===== src/rtl/seven_seg_scan_ctrl.sv =====
// Multiplexed scan controller for a common-anode multi-digit 7-segment display.
// Display data is double-buffered and swapped only at frame boundaries.
module seven_seg_scan_ctrl #(
   parameter int unsigned NUM_DIGITS   = 4,
   parameter int unsigned REFRESH_DIV  = 50000,
   parameter int unsigned GUARD_CYCLES = 8
) (
   input  logic                    clk,
   input  logic                    rst_n,
   input  logic                    enable,
   input  logic                    load,
   input  logic [4*NUM_DIGITS-1:0] value,
   input  logic [NUM_DIGITS-1:0]   dp_in,
   input  logic                    lz_en,
   output logic [6:0]              seg,
   output logic                    dp,
   output logic [NUM_DIGITS-1:0]   an,
   output logic                    frame_done
);

   localparam int unsigned CntMax = (REFRESH_DIV > GUARD_CYCLES) ? REFRESH_DIV : GUARD_CYCLES;
   localparam int unsigned CntW   = $clog2(CntMax);
   localparam int unsigned IdxW   = (NUM_DIGITS > 1) ? $clog2(NUM_DIGITS) : 1;
   localparam logic [CntW-1:0] GuardLast = CntW'(GUARD_CYCLES - 1);
   localparam logic [CntW-1:0] ShowLast  = CntW'(REFRESH_DIV - 1);
   localparam logic [IdxW-1:0] IdxLast   = IdxW'(NUM_DIGITS - 1);

   typedef enum logic [0:0] {StGuard, StShow} state_e;

   state_e                  state_q, state_d;
   logic [IdxW-1:0]         idx_q, idx_d;
   logic [CntW-1:0]         cnt_q, cnt_d;
   logic                    frame_end;

   logic [4*NUM_DIGITS-1:0] disp_val_q, pend_val_q;
   logic [NUM_DIGITS-1:0]   disp_dp_q, pend_dp_q;
   logic                    pend_valid_q;
   logic                    commit;

   logic [6:0]              seg_q, seg_d;
   logic                    dp_q, dp_d;
   logic [NUM_DIGITS-1:0]   an_q, an_d;
   logic                    frame_done_q;

   logic [3:0]              nib;
   logic                    dig_dp;
   logic                    blank;
   logic                    zero_run;

   function automatic logic [6:0] hex2seg(input logic [3:0] h);
      case (h)
         4'h0: hex2seg = 7'h40;
         4'h1: hex2seg = 7'h79;
         4'h2: hex2seg = 7'h24;
         4'h3: hex2seg = 7'h30;
         4'h4: hex2seg = 7'h19;
         4'h5: hex2seg = 7'h12;
         4'h6: hex2seg = 7'h02;
         4'h7: hex2seg = 7'h78;
         4'h8: hex2seg = 7'h00;
         4'h9: hex2seg = 7'h10;
         4'hA: hex2seg = 7'h08;
         4'hB: hex2seg = 7'h03;
         4'hC: hex2seg = 7'h46;
         4'hD: hex2seg = 7'h21;
         4'hE: hex2seg = 7'h06;
         default: hex2seg = 7'h0E;
      endcase
   endfunction

   always_ff @(posedge clk or negedge rst_n) begin
      if (!rst_n) begin
         state_q <= StGuard;
         idx_q   <= '0;
         cnt_q   <= '0;
      end else begin
         state_q <= state_d;
         idx_q   <= idx_d;
         cnt_q   <= cnt_d;
      end
   end

   always_comb begin
      state_d   = state_q;
      idx_d     = idx_q;
      cnt_d     = cnt_q + CntW'(1);
      frame_end = 1'b0;
      if (!enable) begin
         state_d = StGuard;
         idx_d   = '0;
         cnt_d   = '0;
      end else begin
         unique case (state_q)
            StGuard: begin
               if (cnt_q == GuardLast) begin
                  state_d = StShow;
                  cnt_d   = '0;
               end
            end
            StShow: begin
               if (cnt_q == ShowLast) begin
                  state_d = StGuard;
                  cnt_d   = '0;
                  if (idx_q == IdxLast) begin
                     idx_d     = '0;
                     frame_end = 1'b1;
                  end else begin
                     idx_d = idx_q + IdxW'(1);
                  end
               end
            end
            default: ;
         endcase
      end
   end

   // While disabled there is no frame boundary to wait for, so pending data lands at once.
   assign commit = pend_valid_q && (frame_end || !enable);

   always_ff @(posedge clk or negedge rst_n) begin
      if (!rst_n) begin
         disp_val_q   <= '0;
         disp_dp_q    <= '0;
         pend_val_q   <= '0;
         pend_dp_q    <= '0;
         pend_valid_q <= 1'b0;
      end else begin
         if (commit) begin
            disp_val_q <= pend_val_q;
            disp_dp_q  <= pend_dp_q;
         end
         if (load) begin
            pend_val_q <= value;
            pend_dp_q  <= dp_in;
         end
         if (load) pend_valid_q <= 1'b1;
         else if (commit) pend_valid_q <= 1'b0;
      end
   end

   // Select the current digit and detect whether it and all higher digits are zero.
   always_comb begin
      nib      = '0;
      dig_dp   = 1'b0;
      blank    = 1'b0;
      zero_run = 1'b1;
      for (int k = NUM_DIGITS - 1; k >= 0; k--) begin
         zero_run = zero_run && (disp_val_q[4*k +: 4] == 4'h0);
         if (idx_q == IdxW'(k)) begin
            nib    = disp_val_q[4*k +: 4];
            dig_dp = disp_dp_q[k];
            blank  = lz_en && (k != 0) && zero_run;
         end
      end
   end

   always_comb begin
      seg_d = 7'h7F;
      dp_d  = 1'b1;
      an_d  = '1;
      if (enable && state_q == StShow) begin
         an_d  = ~(NUM_DIGITS'(1) << idx_q);
         seg_d = blank ? 7'h7F : hex2seg(nib);
         dp_d  = ~dig_dp;
      end
   end

   always_ff @(posedge clk or negedge rst_n) begin
      if (!rst_n) begin
         seg_q        <= 7'h7F;
         dp_q         <= 1'b1;
         an_q         <= '1;
         frame_done_q <= 1'b0;
      end else begin
         seg_q        <= seg_d;
         dp_q         <= dp_d;
         an_q         <= an_d;
         frame_done_q <= frame_end;
      end
   end

   assign seg        = seg_q;
   assign dp         = dp_q;
   assign an         = an_q;
   assign frame_done = frame_done_q;

endmodule


===== config.mk =====
export PLATFORM = sky130hd
export DESIGN_NAME = seven_seg_scan_ctrl
export DESIGN_NICKNAME = d
export VERILOG_FILES = /design/src/rtl/seven_seg_scan_ctrl.sv
export SDC_FILE = /design/constraint.sdc
export NUM_CORES = 1
export LEC_CHECK = 0
export CORE_MARGIN = 4
export CORE_UTILIZATION = 39
export CTS_BUF_LIST = sky130_fd_sc_hd__clkbuf_4 sky130_fd_sc_hd__clkbuf_8 sky130_fd_sc_hd__clkbuf_16
export DETAILED_ROUTE_END_ITERATION = 10
export PLACE_DENSITY_LB_ADDON = 0.15
export SETUP_SLACK_MARGIN = 0.15
export SLEW_MARGIN = 0
export SYNTH_ARGS = -nofsm -noshare
export SYNTH_HDL_FRONTEND = slang
export SYNTH_SLANG_ARGS = --single-unit

===== constraint.sdc =====
create_clock -name clk -period 2.2 [get_ports clk]
set_clock_uncertainty 0.1 [all_clocks]
set_input_delay 0.44 -clock clk [delete_from_list [all_inputs] [get_ports clk]]
set_output_delay 0.44 -clock clk [all_outputs]
set_load 0.01 [all_outputs]

==> results_dict.tcl, run 1 <==
set metrics [dict create \
    status "finished, violations left" \
    violations "negative hold slack" \
    place_congestion 0.8357 \
    tightestPinTransition_ns 0.4732 \
    diodes 0 \
    busiest_layer "met2" \
    rrSetupSlack_ns 0.10 \
    grt_use_met3_pct 3.112 \
    cp_slowest_cell "dfrtp_2" \
    core_sq_um 8721 \
    die_area_sq_um 10590 \
    synth.avg_cell_area_sq_um 12.32 \
    synth_edf_count 0 \
    setup_violations 0 \
    final_cell_mix "59 x dfrtp_1, 36 x clkdlybuf4s50_1, 24 x nor2_1" \
    wirelength_um 6838 \
    cts_made_buffers 9 \
    ys_async_sr_fraction_pct 100.0 \
    cts_sinks 73 \
    grt.overflow.total 0 \
    rsz0062_at_grt "yes" \
    tns_ns 0 \
    fmax_mhz 476.3 \
    antenna_found_initial 0 \
    synthFlopType "dfrtp_1" \
    drt_iter0_drc 107 \
    hold_ws_ns -0.003569 \
    clkTransAtPathRegs_ns 0.08 \
    die-height_um 102.9 \
    start_util_pct 40.27 \
    dp_hpwl_um 4554 \
    cap_violations 0 \
    syn_nets 321 \
    ys_ff_latch 73 \
    power_leakage_nw 1.874 \
    clkLatencyLatePin_ns 0.34 \
    cp-start-kind "register" \
    synthTopCellsByArea "dfrtp_1 43%, dfstp_2 9.0%, mux2_4 8.6%" \
    vias 2316 \
    drive_gt1_share_pct 35.82 \
    drt-pass1-iter-count 4 \
    grt_pass1_vias 2212 \
    grtUsageMet2_pct 19.59 \
    crit_chain "inv_4, ha_4, buf_4, nand3b_1, a211oi_4, buf_2, buf_4, a21oi_2, o221ai_2" \
    cts_max_level 3 \
    powerDensity_nw_per_um2 663.1 \
    power_mw 2.972 \
    seqCellArea_sq_um 1844 \
    root_buffer "clkbuf_8" \
    ys_warn_count 0 \
    arrival_ns 2.27 \
    area_growth_pct 27.61 \
    slew_violations 0 \
    synthCells 285 \
    nets 382 \
    design_area_sq_um 4482 \
    clock_path_buffers 2 \
    period_share_pct 95.44 \
    synth_cell_type_count 55 \
    end_kind "register" \
    fin_util_pct 51.39 \
    synth_area_sq_um 3512 \
    crit_fanout 6 \
    maxSlewHeadroom_pct 68.21 \
    holdCritPathClass "in2async" \
    seq_area_frac_synth_pct 52.44 \
    grt_max_degree 74 \
    crit_path_frequent_cell "buf_4" \
    num_io_pins 38 \
    wire_per_inst_um 14.96 \
    antenna_left 0 \
    num_rows 34 \
    path_class "reg2reg" \
    required_ns 2.37 \
    fin_ws_ns 0.1004 \
    fp.dieW_um 102.9 \
    port_buffers 37 \
    finalCriticalPeriod_ns 2.100 \
    hold_viol 5 \
    synth_top_area_share_pct 43.46 \
    rr_worst_depth 9 \
    dp_slack_ns -0.04251 \
    grt_usage_pct 13.70 \
    grt_use_met1_pct 19.43 \
    drc 0 \
    cts_hold_buf 0 \
    yosysTopAreaCell "dfrtp_1" \
    ir_drop_mv 0.2888 \
    via_per_inst 5.068 \
    placed_cell_area_sq_um 4116 \
    cts_tree "yes" \
    multiInputGateArea_sq_um 1685 \
    grt_pass1_wl_um 11100 \
    fill_cells 766 \
    layout_commonest_cell "dfrtp_1" \
    cpPeakStageDelay_ns 0.45 \
]
-- logic make-up after synthesis --
family / count (synthesis) / share of synthesized area (%)
AOI/OAI and AO/OA: 32 / 7.410
xor gates and xnor gates: 14 / 3.491
adders and majority gates: 11 / 3.919
buffers and inverters: 24 / 3.420
DFF: 73 / 52.44
muxes: 42 / 15.53
and+or+nand+nor: 89 / 13.79
-- cell usage after synthesis, types with 3 or more instances --
cell type	number
a211oi_1	3
a21oi_1	5
and3_1	3
buf_2	5
clkbuf_1	3
dfrtp_1	61
dfstp_2	12
ha_1	11
inv_1	11
mux2_2	20
mux2_4	20
nand2_1	13
nand2b_1	4
nand3_1	13
nand4_1	4
nor2_1	25
nor2b_1	6
nor3_1	3
nor4_1	3
o221ai_1	6
xnor2_1	7
xor2_1	7
-- per-stage QoR --
stage | hold WS, ns | std cells
floorplan | 0.04441 | 285
global placement | 0.3731 | 429
detailed placement | 0.3810 | 429
CTS | 0.01470 | 451
global route | 0.01975 | 457
finish | -0.003569 | 457
-- routing by layer --
layer  wire length, um  vias up  share of wire [%]
met5                 0        -                  0
met3               325       13                4.8
li1                  -     1126                  -
met2              3020       51                 44
met1              3341     1126                 49
met4               150        0                2.2
-- cell type report --
type                            instances  area share, %
Tap cell                              108          3.015
Timing Repair Buffer                   63          13.76
Multi-Input combinational cell        188          37.60
Clock buffer                           10          2.931
Clock inverter                          4         0.5025
Sequential cell                        73          41.15
Inverter                               11          1.033
-- state kept, by name (all words and copies together) (netlist names) --
name          flops
pend_dp_q         4
seg               7
cnt_q            16
idx_q             2
disp_dp_q         4
dp                1
pend_valid_q      1
pend_val_q       16
frame_done        1
state_q           1
an                4
disp_val_q       16
-- worst max-delay path, delay by kind of cell, from the launching register on --
| family | cells | cell delay (ns) |
|---|---|---|
| AO/OA/AOI/OAI | 3 | 0.52 |
| AND/OR/NAND/NOR | 1 | 0.20 |
| adder cells (fa/ha/maj) | 1 | 0.19 |
| flip-flops | 1 | 0.45 |
| buffers and inverters | 4 | 0.55 |
-- power by group --
| part | internal (mW) | switching [mW] | leakage [nW] |
|---|---|---|---|
| Clock | 0.403 | 0.470 | 0.0812 |
| Combinational | 0.318 | 0.225 | 0.913 |
| Sequential | 1.46 | 0.0965 | 0.879 |
-- repair_timing --
action / CTS / global route
resized for setup: 10 / 9
setup buffers: 8 / 4
pin swaps: 5 / 1
setup endpoints to repair: 7 / 27
gates cloned: 0 / 2
-- path summary, 6_finish.rpt --
path | from | to
worst min register to register | pend_val_q[8] | disp_val_q[8]
max in group asynchronous | rst_n | seg[1]
min in group clk | pend_val_q[8] | disp_val_q[8]
worst max register to register | idx_q[0] | seg[5]
worst min-delay path | rst_n | cnt_q[4]
worst max-delay path | idx_q[0] | seg[5]
Note: power is estimated with default switching activity, not from simulation.
==> inputs of run 2 (changes only) <==
- TNS_END_PERCENT: default -> 10
==> results_dict.tcl, run 2 (synthesized netlist as in run 1, its figures left out) <==
set metrics [dict create \
    status "finished clean" \
    final_cell_mix "59 x dfrtp_1, 36 x clkdlybuf4s50_1, 24 x nor2_1" \
    fp.dieW_um 102.9 \
    tns_ns 0 \
    cts_sinks 73 \
    period_share_pct 96.83 \
    finalCriticalPeriod_ns 2.130 \
    rr_worst_depth 11 \
    power_leakage_nw 1.846 \
    wirelength_um 6598 \
    path_class "reg2reg" \
    powerDensity_nw_per_um2 733.8 \
    cap_violations 0 \
    core_sq_um 8721 \
    num_io_pins 38 \
    ir_drop_mv 0.3556 \
    grt_pass1_wl_um 11070 \
    seqCellArea_sq_um 1844 \
    start_util_pct 40.27 \
    area_growth_pct 27.97 \
    reg2reg_to "seg[6]" \
    antenna_found_initial 0 \
    drt-pass1-iter-count 4 \
    tightestPinTransition_ns 0.4118 \
    drive_gt1_share_pct 35.38 \
    grt_pass1_vias 2182 \
    clkLatencyLatePin_ns 0.34 \
    maxSlewHeadroom_pct 72.45 \
    cp-start-kind "register" \
    dp_hpwl_um 4577 \
    cts_made_buffers 9 \
    rsz0062_at_grt "yes" \
    antenna_left 0 \
    layout_commonest_cell "dfrtp_1" \
    slew_violations 0 \
    multiInputGateArea_sq_um 1718 \
    crit_path_start "idx_q[0]" \
    diodes 0 \
    timing.rr.start "idx_q[0]" \
    grt_usage_pct 13.60 \
    clkTransAtPathRegs_ns 0.07 \
    num_rows 34 \
    place_congestion 0.8388 \
    crit_fanout 6 \
    port_buffers 37 \
    drt_iter0_drc 74 \
    hold_viol 0 \
    cts_max_level 3 \
    root_buffer "clkbuf_8" \
    holdCritPathClass "in2async" \
    end_kind "register" \
    drc 0 \
    vias 2274 \
    cts_tree "yes" \
    arrival_ns 2.29 \
    hold_ws_ns 0.01185 \
    die-height_um 102.9 \
    rrSetupSlack_ns 0.07 \
    die_area_sq_um 10590 \
    clock_path_buffers 2 \
    setup_violations 0 \
    required_ns 2.36 \
    wire_per_inst_um 14.66 \
    largest_registers "cnt_q: 16 flops, disp_val_q: 16 flops, pend_val_q: 16 flops" \
    via_per_inst 5.053 \
    nets 373 \
    fmax_mhz 469.4 \
    grt.overflow.total 0 \
    grt_max_degree 74 \
    fill_cells 767 \
]
## run 2: changes by cell type in the layout (fill, tap and decap cells not counted), moves of 2 or more
cell,change
buf_4,-8
clkinv_2,-3
a21oi_1,-2
a21oi_2,+2
bufinv_16,+2
ha_4,+2
o21ai_0,-2
## run 2: cell type report
cell class,count,area share [%]
timing repair buffer,54,11.61
clock inverter,4,1.698
clock buffer,12,3.396
multi-input combinational,188,38.22
inverter,11,1.030
sequential,73,41.04
tap,108,3.007
## run 2: worst max-delay path, cell delays in order, from the launching register on
cell,delay (ns)
dfrtp_2,0.49
inv_4,0.11
ha_4,0.18
nor2b_4,0.05
a22o_1,0.21
o221ai_4,0.26
inv_2,0.13
ha_4,0.19
inv_4,0.06
nor2_4,0.04
a21oi_2,0.12
o221ai_2,0.11
## run 2: worst max-delay path by stage
stage	to	slack (ns)	depth (start not counted)
floorplan	seg[5]	0.14	11
global placement	seg[5]	0.04	11
detailed placement	seg[5]	-0.04	11
CTS	seg[5]	0.13	10
global route	seg[6]	-0.04	11
finish	seg[6]	0.07	11
## run 2: power breakdown
part	switching, mW	internal, mW
combinational	0.234	0.310
clock	0.496	0.698
sequential	0.100	1.46
total	0.831	2.47
## run 2: through the flow
step	std cells	power [mW]	cell area, sq um	setup WS, ns	util (%)
CTS	448	3.282	4403	0.1327	50.49
global route	450	3.471	4494	-0.03629	51.54
finish	450	3.298	4494	0.06974	51.54
detailed placement	429	2.073	4116	-0.04141	47.20
floorplan	285	1.892	3588	0.1421	-
global placement	429	2.060	4116	0.03666	47.20
## run 2: metal layers
layer / GRT usage (%) / up-vias / wire [um]
met4: 5.976 / 0 / 120
met3: 2.842 / 12 / 274
met2: 19.78 / 54 / 2847
li1: - / 1119 / -
met5: 0 / - / 0
met1: 19.53 / 1089 / 3355
## run 2: what timing repair did
action	CTS	global route
setup buffers	3	2
hold buffers	0	0
endpoints found under the hold margin	0	0
gates resized for setup	8	19
setup endpoints to repair	7	28
pin swaps	2	10
==> inputs of run 3 (changes only) <==
- CORE_MARGIN: 4 -> default
- RECOVER_POWER: default -> 25
- clock period: 2.2 -> 1.7 ns (I/O delays scaled with it)
==> results_dict.tcl, run 3 (synthesized netlist as in run 1, its figures left out) <==
set metrics [dict create \
    status "finished, violations left" \
    violations "negative setup slack" \
    tns_ns -4.900 \
    rsz0062_at_grt "yes" \
    cts_sinks 73 \
    path_class "reg2reg" \
    finalCriticalPeriod_ns 2.092 \
    antenna_left 0 \
    wirelength_um 7137 \
    p_int_mw 2.949 \
    hold_depth 1 \
    grt.overflow.total 0 \
    die-height_um 96.90 \
    cts_tree "yes" \
    cp_slowest_cell "dfrtp_2" \
    comb_power_share_pct 20.3 \
    clkLatencyLatePin_ns 0.34 \
    crit_chain "inv_4, ha_4, nor2b_4, a22o_1, o221ai_4, inv_2, ha_4, mux2i_1, o221ai_2" \
    cap_violations 0 \
    wire_per_inst_um 14.42 \
    clkTransAtPathRegs_ns 0.08 \
    seqPwrFrac_pct 49.8 \
    die_area_sq_um 9389 \
    crit_path_frequent_cell "ha_4" \
    p_clk_share_pct 29.9 \
    design_area_sq_um 4851 \
    nets 418 \
    tightestPinTransition_ns 0.8887 \
    place_congestion 0.8530 \
    required_ns 1.85 \
    drc 0 \
    area_growth_pct 38.12 \
    setup_violations 29 \
    drt_iter0_drc 86 \
    ir_drop_mv 0.4468 \
    root_buffer "clkbuf_8" \
    rr_worst_depth 9 \
    holdCritPathClass "reg2reg" \
    powerDensity_nw_per_um2 832.6 \
    diodes 0 \
    p_sw_share_pct 26.99 \
    largest_registers "cnt_q: 16 flops, disp_val_q: 16 flops, pend_val_q: 16 flops" \
    grt_usage_pct 16.39 \
    port_buffers 37 \
    reg2reg_to "seg[4]" \
    cts_made_buffers 9 \
    cts_max_level 3 \
    period_share_pct 123.0 \
    num_io_pins 38 \
    grt_pass1_wl_um 12310 \
    antenna_found_initial 0 \
    drt-pass1-iter-count 4 \
    crit_fanout 6 \
    placed_cell_area_sq_um 4419 \
    fp.dieW_um 96.90 \
    hold_viol 0 \
    power_mw 4.039 \
    num_rows 34 \
    arrival_ns 2.24 \
    fmax_mhz 478.1 \
    dp_slack_ns -0.5033 \
    rrSetupSlack_ns -0.39 \
    layout_commonest_cell "dfrtp_1" \
    cp-start-kind "register" \
    hp-start "pend_val_q[6]" \
    grt_max_degree 74 \
    grt_pass1_vias 2493 \
    slew_violations 0 \
    end_kind "register" \
    place_inst 466 \
    maxSlewHeadroom_pct 40.76 \
    core_sq_um 8721 \
    hold_path_end "disp_val_q[6]" \
    final_cells 495 \
    clock_path_buffers 2 \
    power_leakage_nw 2.079 \
    start_util_pct 40.27 \
    fin_util_pct 55.62 \
    hold_ws_ns 0.4012 \
    drive_gt1_share_pct 48.58 \
    final_cell_mix "59 x dfrtp_1, 51 x buf_4, 23 x clkdlybuf4s50_1" \
    cpPeakStageDelay_ns 0.46 \
    dp_hpwl_um 4806 \
    via_per_inst 4.901 \
    timing.rr.start "idx_q[0]" \
    vias 2426 \
    fin_ws_ns -0.3917 \
    p_sw_mw 1.090 \
]
## run 3: cell count changes in the layout (fill, tap and decap cells not counted), moves of 3 or more
cell	previous run	this run
clkdlybuf4s15_1	0	4
clkinv_2	0	3
clkbuf_2	0	8
buf_4	12	51
buf_6	2	6
clkdlybuf4s50_1	36	23
## run 3: timing repair
action,in CTS,in global routing
hold buffers,1,0
setup endpoints to repair,61,56
cloned,1,0
pin swaps,10,7
setup buffers,9,2
gates resized for setup,55,27
endpoints found under the hold margin,61,0
## run 3: cell type report
type / instances / area (sq um)
clock buffer: 11 / 145.1
sequential: 73 / 1844
timing repair buffer: 99 / 849.6
fill: 754 / 3870
clock inverter: 5 / 31.28
multi-input combinational: 188 / 1802
tap: 108 / 135.1
inverter: 11 / 43.79
## run 3: worst max path at each step
stage,end,cells after the start,slack (ns),from
2_1_floorplan,seg[5],11,-0.36,idx_q[1]
3_3_place_gp,seg[3],9,-0.43,idx_q[0]
3_5_place_dp,seg[3],9,-0.50,idx_q[0]
4_1_cts,seg[5],10,-0.34,idx_q[1]
5_1_grt,seg[6],11,-0.47,idx_q[0]
6_report,seg[4],9,-0.39,idx_q[0]
## run 3: routing by layer
metal  GRT usage [%]  wire, um  vias to the layer above
met3           3.829       241                        7
met4           4.478        80                        0
li1                -         -                     1199
met2           24.92      3345                       41
met5               0         0                        -
met1           23.42      3469                     1179
## run 3: power groups by stage
stage	clock network (mW)	logic (mW)	registers (mW)
6_report	1.21	0.821	2.01
5_1_grt	1.34	0.896	2.03
4_1_cts	1.26	0.777	2.01
3_5_place_dp	0	0.698	2.04
3_3_place_gp	0	0.687	2.04
2_1_floorplan	0	0.453	2.00
## run 3: critical path, delay by kind of cell (launching register included)
family          cells  cell delay (ns)
buf+inv             2             0.22
compound gates      3             0.57
mux                 1             0.22
fa+ha+maj           2             0.38
flops               1             0.46
simple gates        1             0.05
